===== config.mk =====
export PLATFORM = sky130hd
export DESIGN_NAME = design_select_sequencer
export DESIGN_NICKNAME = d
export VERILOG_FILES = /design/src/rtl/proj_sel_pkg.sv /design/src/rtl/seq_timer.sv /design/src/rtl/design_select_sequencer.sv
export SDC_FILE = /design/constraint.sdc
export NUM_CORES = 1
export LEC_CHECK = 0
export CAP_MARGIN = 15
export CORE_MARGIN = 1
export CORE_UTILIZATION = 50
export DETAILED_ROUTE_END_ITERATION = 8
export GPL_ROUTABILITY_DRIVEN = 0
export PLACE_DENSITY_LB_ADDON = 0.2
export RECOVER_POWER = 100
export SYNTH_ARGS = -nofsm -noshare
export SYNTH_HDL_FRONTEND = slang
export SYNTH_SLANG_ARGS = --single-unit

===== constraint.sdc =====
create_clock -name clk -period 2 [get_ports clk]
set_input_delay 0.4 -clock clk [delete_from_list [all_inputs] [get_ports clk]]
set_output_delay 0.4 -clock clk [all_outputs]
set_load 0.03 [all_outputs]

===== src/rtl/proj_sel_pkg.sv =====
// Shared types and helpers for the design select sequencer.
package proj_sel_pkg;

    localparam int unsigned NUM_PROJECTS_DEF = 13;

    typedef enum logic [1:0] {
        ACTIVE,
        ISOLATE,
        HOLD,
        RELEASE
    } sel_state_t;

    // Id 0 means "none selected", so ids span 0..num_projects.
    function automatic int unsigned id_width(input int unsigned num_projects);
        return $clog2(num_projects + 1);
    endfunction

endpackage


===== src/rtl/seq_timer.sv =====
// Loadable down-counter shared by the HOLD and RELEASE phases.
module seq_timer #(
    parameter int unsigned W = 3
) (
    input  logic         clk,
    input  logic         rst,
    input  logic         load_i,
    input  logic [W-1:0] load_val_i,
    output logic         expire_o
);

    logic [W-1:0] count_q, count_d;

    // Load on phase entry, otherwise count down and park at zero.
    always_comb begin
        count_d = count_q;
        if (load_i) begin
            count_d = load_val_i;
        end else if (count_q != '0) begin
            count_d = count_q - W'(1);
        end
    end

    // Counter register.
    always_ff @(posedge clk or posedge rst) begin
        if (rst) begin
            count_q <= '0;
        end else begin
            count_q <= count_d;
        end
    end

    // The phase ends on the cycle the count shows 1.
    assign expire_o = (count_q == W'(1));

endmodule


===== src/rtl/design_select_sequencer.sv =====
// Owns the active project selection and sequences every change safely:
// isolate IO, hold all resets, release the new project, settle, enable IO.
module design_select_sequencer
    import proj_sel_pkg::*;
#(
    parameter int unsigned NUM_PROJECTS  = NUM_PROJECTS_DEF,
    parameter int unsigned HOLD_CYCLES   = 4,
    parameter int unsigned SETTLE_CYCLES = 3,
    localparam int unsigned ID_W         = id_width(NUM_PROJECTS)
) (
    input  logic                  clk,
    input  logic                  rst,
    input  logic                  wr_en,
    input  logic [ID_W-1:0]       wr_id,
    output logic [NUM_PROJECTS:1] designs_cs,
    output logic [ID_W-1:0]       active_id,
    output logic                  io_en,
    output logic                  busy,
    output logic                  done,
    output logic                  err
);

    localparam int unsigned MAX_CYC = (HOLD_CYCLES > SETTLE_CYCLES) ? HOLD_CYCLES
                                                                    : SETTLE_CYCLES;
    localparam int unsigned TW      = $clog2(MAX_CYC + 1);

    sel_state_t            state_q, state_d;
    logic [ID_W-1:0]       active_id_q, active_id_d;
    logic [ID_W-1:0]       req_id_q, req_id_d;
    logic [ID_W-1:0]       pend_id_q, pend_id_d;
    logic                  pend_vld_q, pend_vld_d;
    logic [NUM_PROJECTS:1] cs_q, cs_d;
    logic                  io_en_q, io_en_d;
    logic                  busy_q, busy_d;
    logic                  done_q, done_d;
    logic                  err_q, err_d;

    logic                  wr_ok;
    logic                  tmr_load;
    logic [TW-1:0]         tmr_load_val;
    logic                  tmr_expire;

    // All ones except the selected project's bit; id 0 keeps everything held.
    function automatic logic [NUM_PROJECTS:1] cs_decode(input logic [ID_W-1:0] id);
        logic [NUM_PROJECTS:1] cs;
        for (int unsigned i = 1; i <= NUM_PROJECTS; i++) begin
            cs[i] = (id != ID_W'(i));
        end
        return cs;
    endfunction

    assign wr_ok = wr_en && (wr_id <= ID_W'(NUM_PROJECTS));

    seq_timer #(
        .W(TW)
    ) u_seq_timer (
        .clk       (clk),
        .rst       (rst),
        .load_i    (tmr_load),
        .load_val_i(tmr_load_val),
        .expire_o  (tmr_expire)
    );

    // Next-state and registered-output values for the selection sequence.
    always_comb begin
        state_d      = state_q;
        active_id_d  = active_id_q;
        req_id_d     = req_id_q;
        pend_id_d    = pend_id_q;
        pend_vld_d   = pend_vld_q;
        cs_d         = cs_q;
        io_en_d      = io_en_q;
        busy_d       = busy_q;
        done_d       = 1'b0;
        err_d        = wr_en && !wr_ok;
        tmr_load     = 1'b0;
        tmr_load_val = '0;

        // Requests arriving mid-sequence are parked; last one wins.
        if (wr_ok && (state_q != ACTIVE)) begin
            pend_vld_d = 1'b1;
            pend_id_d  = wr_id;
        end

        unique case (state_q)
            ACTIVE: begin
                if (wr_ok || pend_vld_q) begin
                    state_d    = ISOLATE;
                    req_id_d   = wr_ok ? wr_id : pend_id_q;
                    pend_vld_d = 1'b0;
                    io_en_d    = 1'b0;
                    busy_d     = 1'b1;
                end
            end
            ISOLATE: begin
                state_d      = HOLD;
                cs_d         = '1;
                tmr_load     = 1'b1;
                tmr_load_val = TW'(HOLD_CYCLES);
            end
            HOLD: begin
                if (tmr_expire) begin
                    state_d      = RELEASE;
                    active_id_d  = req_id_q;
                    cs_d         = cs_decode(req_id_q);
                    tmr_load     = 1'b1;
                    tmr_load_val = TW'(SETTLE_CYCLES);
                end
            end
            RELEASE: begin
                if (tmr_expire) begin
                    state_d = ACTIVE;
                    busy_d  = 1'b0;
                    done_d  = 1'b1;
                    // A queued request restarts next cycle, so keep IO isolated.
                    io_en_d = (active_id_q != '0) && !pend_vld_d;
                end
            end
            default: state_d = ACTIVE;
        endcase
    end

    // State and output registers; reset holds every project and isolates IO.
    always_ff @(posedge clk or posedge rst) begin
        if (rst) begin
            state_q     <= ACTIVE;
            active_id_q <= '0;
            req_id_q    <= '0;
            pend_id_q   <= '0;
            pend_vld_q  <= 1'b0;
            cs_q        <= '1;
            io_en_q     <= 1'b0;
            busy_q      <= 1'b0;
            done_q      <= 1'b0;
            err_q       <= 1'b0;
        end else begin
            state_q     <= state_d;
            active_id_q <= active_id_d;
            req_id_q    <= req_id_d;
            pend_id_q   <= pend_id_d;
            pend_vld_q  <= pend_vld_d;
            cs_q        <= cs_d;
            io_en_q     <= io_en_d;
            busy_q      <= busy_d;
            done_q      <= done_d;
            err_q       <= err_d;
        end
    end

    assign designs_cs = cs_q;
    assign active_id  = active_id_q;
    assign io_en      = io_en_q;
    assign busy       = busy_q;
    assign done       = done_q;
    assign err        = err_q;

endmodule


==> run metrics, run 1 <==
reg-to-reg endpoint=u_seq_timer.count_q[0]; met3 layer usage reported by global route=4.69%; final sum of negative setup slack=0 ps; CTS H-Tree Depth=2; ys flop type=sky130_fd_sc_hd__dfrtp_1; DR WL/cell=14.3 um; power density normalized to cell area=1520 nW/um^2; Antenna Diode Count=0; GRT met1 Usage=27.8%; total setup buffers inserted after CTS=0; sequential element share of the synthesized area=51.7%; fraction of final layout cells sized beyond drive strength 1=17.8%; Die H=60.7 um; Worst-Margin Slew=839 ps; largest vdd supply drop=0.000878 V; multiplexer area fraction after synthesis=6.96%; maximum clock rate=514 MHz; Max-Cap Viols=0; count of antenna-violating nets left after detailed routing=0; Layout Nets=212; number of vias per cell=5.40; combinational family with the most area after synthesis=simple AND/OR/NAND/NOR gates; adder-cell area share of the yosys netlist=6.53%; parity-gate share of the synthesized area counting xor and xnor cells=0.508%; number of enable flip-flop cells after synthesis=0; number of fill cells in the layout=264; via count=1302; crit-path max FO=2; Final Critical Period=1950 ps; grt peak-use layer=met2; initial antenna violation count=0; top cell family by delay on the critical path=buffers and inverters; total clock buffers created by CTS=5; io pins=28; Fin. Hold Viols=0; pin count of the biggest net entering global routing=36; Final HPWL DP=2.53 mm; drt first pass iters=4; number of standard cells after synthesis=163; Worst path slowest cell=sky130_fd_sc_hd__clkdlybuf4s50_1; Final Power=0.00322 W; DRC marker count from the first detailed-route iteration=77; Reg clk slew, reported paths=100 ps; most frequent cell after synthesis=sky130_fd_sc_hd__nor2_1; layout overhead on the synthesized area=22.4%; part of the power in the clock network=13.4%; overall global routing resource usage=21.8%; via count of the first global-routing pass=1298; width of the die=60.7 um; dpl cells=233; Max stage delay on crit path=680 ps; launch point of the worst hold path=designs_cs[10]; count of final max-slew check failures=0; number of design rule violations left after detail routing=0; reg2reg path depth=6; endpoint required time on the critical path=1600 ps; share of the synthesized area in compound gates (AO/OA/AOI/OAI)=14.1%; clock latency at the later pin of the worst-skew pair=330 ps; switching share of power=42.7%; crit path launch type=flip-flop; relative contribution of combinational cells to total power=49.7%; type of the worst setup path=flip-flop to output pin; crit path capture type=output pin; leading post-synthesis cells by cell area=sky130_fd_sc_hd__dfrtp_1 (32%), sky130_fd_sc_hd__dfstp_2 (20%), sky130_fd_sc_hd__ha_1 (6.5%); setup violators final=0; average footprint of a synthesized cell=10.6 um^2; share of Yosys cell area claimed by the top area cell type=31.9%; clock tree skew after final layout=13.5 ps; multi-input logic area=768 um^2; max-slew headroom at the worst pin=44.1%; outcome=finished clean; sequential cell fraction of total power=36.9%; Global Route met2 Usage=35.5%; share of synthesized cell area in and, or, nand and nor gates=16.4%; clock tree root driver cell=sky130_fd_sc_hd__clkbuf_4; synthesized cell area=1730 um^2; Synth async-reset ratio=100%; Initial Utilization=54.7%; sum of routed wire length over all layers=3.45 mm; clk sinks=35; Yosys reg bits=35; Port Buf Inserts=27; Worst R2R Setup Slack=180 ps; clock tree from TritonCTS=yes; Core Rows=20; Pint=0.00185 W; clock buffer depth=2; register area=892 um^2; largest area contributor in the synthesized netlist=sky130_fd_sc_hd__dfrtp_1; syn_nets=179; switching power=0.00137 W; most used standard cells in the synthesized netlist=sky130_fd_sc_hd__nor2_1 (24), sky130_fd_sc_hd__dfrtp_1 (22), sky130_fd_sc_hd__nand2_1 (15); RSZ-0062 raised after global routing=false; P_leak=0.957 nW; global-route wire length before repair=5.84 mm; critical path cell sequence=clkdlybuf4s50_1; Unique masters post-synth=37; full die area=3690 um^2; Syn. warnings=0; Placeable Area=3150 um^2; r2r startpoint=state_q[0]; capture endpoint of the worst hold path=designs_cs[10]; CTS-repair resized insts=1; hold depth=2; Worst Path Buf+Inv=1; cts-stage hold buffer count=0; fraction of the cycle the final worst path needs=97.3%; post-route insts no fill=241; Hold Path Class=flip-flop to flip-flop; GRT overflow=0; critical path arrival=1550 ps
[metrics by stage]
| stage | util [%] | hold WS (ps) | setup WS, ps | area [um^2] |
|---|---|---|---|---|
| after detailed placement | 65.0 | 494 | 25.7 | 2050 |
| after global routing | 67.0 | 532 | 5.37 | 2110 |
| after floorplan | - | 480 | 413 | 1730 |
| final | 67.0 | 506 | 53.3 | 2110 |
| after global placement | 65.0 | 490 | 72.7 | 2050 |
| after CTS | 67.4 | 456 | 44.5 | 2120 |
[metal layers]
metal  up-vias  wire length [um]
met2        31              1730
li1        632                 -
met1       632              1550
met3         7               113
met5         -                 0
met4         0                58
[final cells by class]
type,instances,share of cell area (%)
Inverter,11,1.95
Timing Repair Buffer,30,13.6
Sequential cell,35,42.2
Tap cell,44,2.61
Clock buffer,8,3.26
Multi-Input combinational cell,113,36.4
[cell usage in the layout (no fill, tap or decap), types with 2 or more instances in the layout]
cell                               n
sky130_fd_sc_hd__nor2_1           25
sky130_fd_sc_hd__dfrtp_1          22
sky130_fd_sc_hd__clkdlybuf4s50_1  17
sky130_fd_sc_hd__nand2_1          16
sky130_fd_sc_hd__inv_1            11
sky130_fd_sc_hd__dfstp_2          11
sky130_fd_sc_hd__dlygate4sd3_1    10
sky130_fd_sc_hd__a21oi_1           9
sky130_fd_sc_hd__a31oi_1           8
sky130_fd_sc_hd__mux2_2            8
sky130_fd_sc_hd__ha_1              8
sky130_fd_sc_hd__clkbuf_4          5
sky130_fd_sc_hd__nor2b_1           4
sky130_fd_sc_hd__o21ai_0           4
sky130_fd_sc_hd__mux2i_1           3
sky130_fd_sc_hd__a2bb2oi_1         3
sky130_fd_sc_hd__a41oi_1           3
sky130_fd_sc_hd__and3_1            2
sky130_fd_sc_hd__nand2b_1          2
sky130_fd_sc_hd__and2_0            2
sky130_fd_sc_hd__clkbuf_8          2
sky130_fd_sc_hd__clkbuf_1          2
sky130_fd_sc_hd__dfstp_1           2
[state kept, by name, summed over array words and instances, names as in the netlist]
| register | cells |
|---|---|
| io_en | 1 |
| designs_cs | 13 |
| pend_id_q | 4 |
| u_seq_timer.count_q | 3 |
| pend_vld_q | 1 |
| done | 1 |
| busy | 1 |
| state_q | 2 |
| err | 1 |
| active_id | 4 |
| req_id_q | 4 |
[power by group through the flow]
stage	Sequential (W)	Clock (W)	Combinational (W)
final	0.00119	0.000431	0.00160
after global routing	0.00123	0.000471	0.00177
after CTS	0.00119	0.000444	0.00163
after detailed placement	0.00121	0	0.00161
after global placement	0.00119	0	0.00154
after floorplan	0.00136	0	0.000990
[kinds of logic (layout without fill, tap and decap cells)]
family          after synthesis  in the layout
simple gates                 58             58
flops                        35             35
compound gates               34             34
buf+inv                      15             49
mux                          11             11
fa+ha+maj                     9              9
xor+xnor                      1              1
[worst max path at each step]
stage,cells past startpoint,start,end,slack (ps)
after global routing,1,designs_cs[10],designs_cs[10],5
after CTS,1,designs_cs[6],designs_cs[6],40
after floorplan,6,state_q[0],u_seq_timer.count_q[0],410
final,1,designs_cs[6],designs_cs[6],50
after global placement,5,wr_id[2],pend_id_q[2],70
after detailed placement,5,state_q[0],designs_cs[8],30
Power figures use the tool's default switching activity.
==> run 2, diff against run 1 <==
Settings changed: CORE_MARGIN 1 to unset.
==> results of run 2 <==
No change in the layout: final DEF, timing and power equal those of run 1.
==> run 3, diff against run 2 <==
Settings changed: GPL_ROUTABILITY_DRIVEN 0 to unset.
==> results of run 3 <==
No change in the layout: final DEF, timing and power equal those of run 1.
==> RTL edit (flow settings as in run 3) <==
The output `done` loses its register stage (`done_q` becomes a continuous assignment).
--- a/src/rtl/design_select_sequencer.sv
+++ b/src/rtl/design_select_sequencer.sv
@@ -133,3 +133,2 @@
             busy_q      <= 1'b0;
-            done_q      <= 1'b0;
             err_q       <= 1'b0;
@@ -144,3 +143,2 @@
             busy_q      <= busy_d;
-            done_q      <= done_d;
             err_q       <= err_d;
@@ -148,2 +146,4 @@
     end
+
+    assign done_q = done_d;
 
Formal check against the unedited RTL: not equivalent (Yosys sat finds a counterexample within 10 cycles, from zero or initial values and one cycle with rst high).
==> RTL edit against run 3 <==
  * Setup slack got worse by 0.0027 ns
  * Power grew 0.27%
  * Global-route usage up 0.37 points
  * Wire length is 5.9% lower
  * Core utilization down 1.4 points
  * Area after synthesis shrank 1.5%
  * Cell area shrank 2.8%
  * Critical path depth is the same
  * Sequential cell count down 1
  * Synthesized cell count down 2.5%
  * Clock skew is 0.0051 ns lower
  * Count of clock-buffer cells in the layout is the same
  * Critical endpoint is now designs_cs[4]
  * Largest cell class unchanged
  * Highest routed layer unchanged
==> RTL edit: results (changes against run 3) <==
- Max IR drop VDD: 1.11 mV (was 0.878 mV)
- Max FFs per register: 13 (unchanged)
- Terminus of the critical flop-to-flop path: state_q[1] (was u_seq_timer.count_q[0])
- Gr usage total: 22.1% (was 21.8%)
- CP max-delay cell: clkdlybuf4s50_1 (unchanged)
- DP Area: 0.00200 mm^2 (was 0.00205 mm^2)
- Share of layout cells above drive strength 1: 19.4% (was 17.8%)
- FILL cells: 267 (was 264)
- Clock root buffer: clkbuf_4 (unchanged)
- Vias in the first global route: 1236 (was 1298)
- Synth cell count leaders: nor2_1, dfrtp_1, dfstp_2, inv_1 (was nor2_1, dfrtp_1, nand2_1, dfstp_2, inv_1)
- DR iter-0 viols: 57 (was 77)
- Net Switching: 0.00140 W (was 0.00137 W)
- Synth Warn #: 0 (unchanged)
- Rel. slew slack: 47.1% (was 44.1%)
- Drt total wl: 3250 um (was 3450 um)
- Largest stage delay on the critical path: 0.66 ns (was 0.68 ns)
- Pleak: 0.945 nW (was 0.957 nW)
- Hold Crit Start: designs_cs[6] (was designs_cs[10])
- Hold Path End: designs_cs[6] (was designs_cs[10])
- Reg2reg start: state_q[0] (unchanged)
- Fraction of the yosys area taken by sequential cells: 51.0% (was 51.7%)
- Via count: 1257 (was 1302)
- Largest net degree at the start of global routing: 35 (was 36)
- Worst-path fanout max: 2 (unchanged)
- Synth Flop Type: dfrtp_1 (unchanged)
- Total clock buffers created by CTS: 5 (unchanged)
- Status: finished, final reports clean (unchanged)
- Deepest clock path buffer count: 2 (unchanged)
- Dominant cells by area after synthesis: dfrtp_1, dfstp_2, ha_1 (unchanged)
- Detailed Place HPWL: 2380 um (was 2530 um)
- Post-Syn Nets: 175 (was 179)
- First-pass GRT wire length: 5720 um (was 5840 um)
- Final Wtd Congestion: 0.777 (was 0.779)
- Nets: 206 (was 212)
- Skew final: 0.00838 ns (was 0.0135 ns)
- Final Hold Slack: 0.506 ns (about the same)
- Worst skew pair latency: ~0.34 ns
- First drt pass iteration count: 4 (unchanged)
- Ant. Diodes: 0 (unchanged)
- Depth of the most critical reg-to-reg path: 7 (was 6)
- R2R setup slack: 0.15 ns (was 0.18 ns)
- Yosys cell types: 38 (was 37)
==> RTL edit: cell count changes after synthesis, sizes merged, moves of 3 or more <==
| cell | delta |
|---|---|
| a31oi | +3 |
| o22ai | +3 |
| nor2b | -3 |
| a21oi | -6 |
| nand2 | -5 |
==> RTL edit: kinds of logic after synthesis <==
family,share of synthesized area (%)
XOR/XNOR,1.03
buffers and inverters,5.15
multiplexers,6.92
AND/OR/NAND/NOR,14.8
adder cells (fa/ha/maj),6.62
flip-flops,51.0
AO/OA/AOI/OAI,14.5
==> RTL edit: layout make-up <==
cell class / instances / area (um^2) / area share (%)
Tap cell: 44 / 55.1 / 2.68
Inverter: 12 / 45.0 / 2.20
Timing Repair Buffer: 29 / 270 / 13.2
Multi-Input combinational cell: 108 / 754 / 36.8
Sequential cell: 34 / 868 / 42.3
Clock buffer: 8 / 58.8 / 2.87
==> RTL edit: worst max path at each step <==
stage,from,endpoint,slack (ns)
2_1_floorplan,u_seq_timer.count_q[1],done,0.46
5_1_grt,designs_cs[1],designs_cs[1],0.002
4_1_cts,u_seq_timer.count_q[0],done,0.01
3_5_place_dp,wr_id[2],pend_id_q[3],0.10
6_report,designs_cs[4],designs_cs[4],0.05
3_3_place_gp,wr_id[2],pend_id_q[0],0.17
==> RTL edit: per-stage QoR <==
step	worst slack, ns	cells
finish	0.0506	235
CTS	0.0143	235
floorplan	0.461	159
global placement	0.169	227
global route	0.00225	235
detailed placement	0.101	227
==> RTL edit: per-layer routing <==
metal / part of all wire [%] / GRT usage (%)
met4: 1.5 / 9.97
met5: 0 / 0
met2: 51 / 36.6
met1: 43 / 26.3
met3: 4.5 / 6.93
==> RTL edit: power groups by stage <==
stage	combinational [W]	clock (W)	sequential (W)
5_1_grt	0.00183	0.000437	0.00123
4_1_cts	0.00167	0.000408	0.00120
3_3_place_gp	0.00161	0	0.00118
3_5_place_dp	0.00165	0	0.00121
6_report	0.00164	0.000398	0.00119
2_1_floorplan	0.00102	0	0.00139
==> RTL edit: repair_timing <==
action / in CTS / in global routing
hold buffers: 0 / 0
gates resized for setup: 3 / 5
setup endpoints to repair: 1 / 15
gates cloned: 0 / 0
buffers inserted: 0 / 0
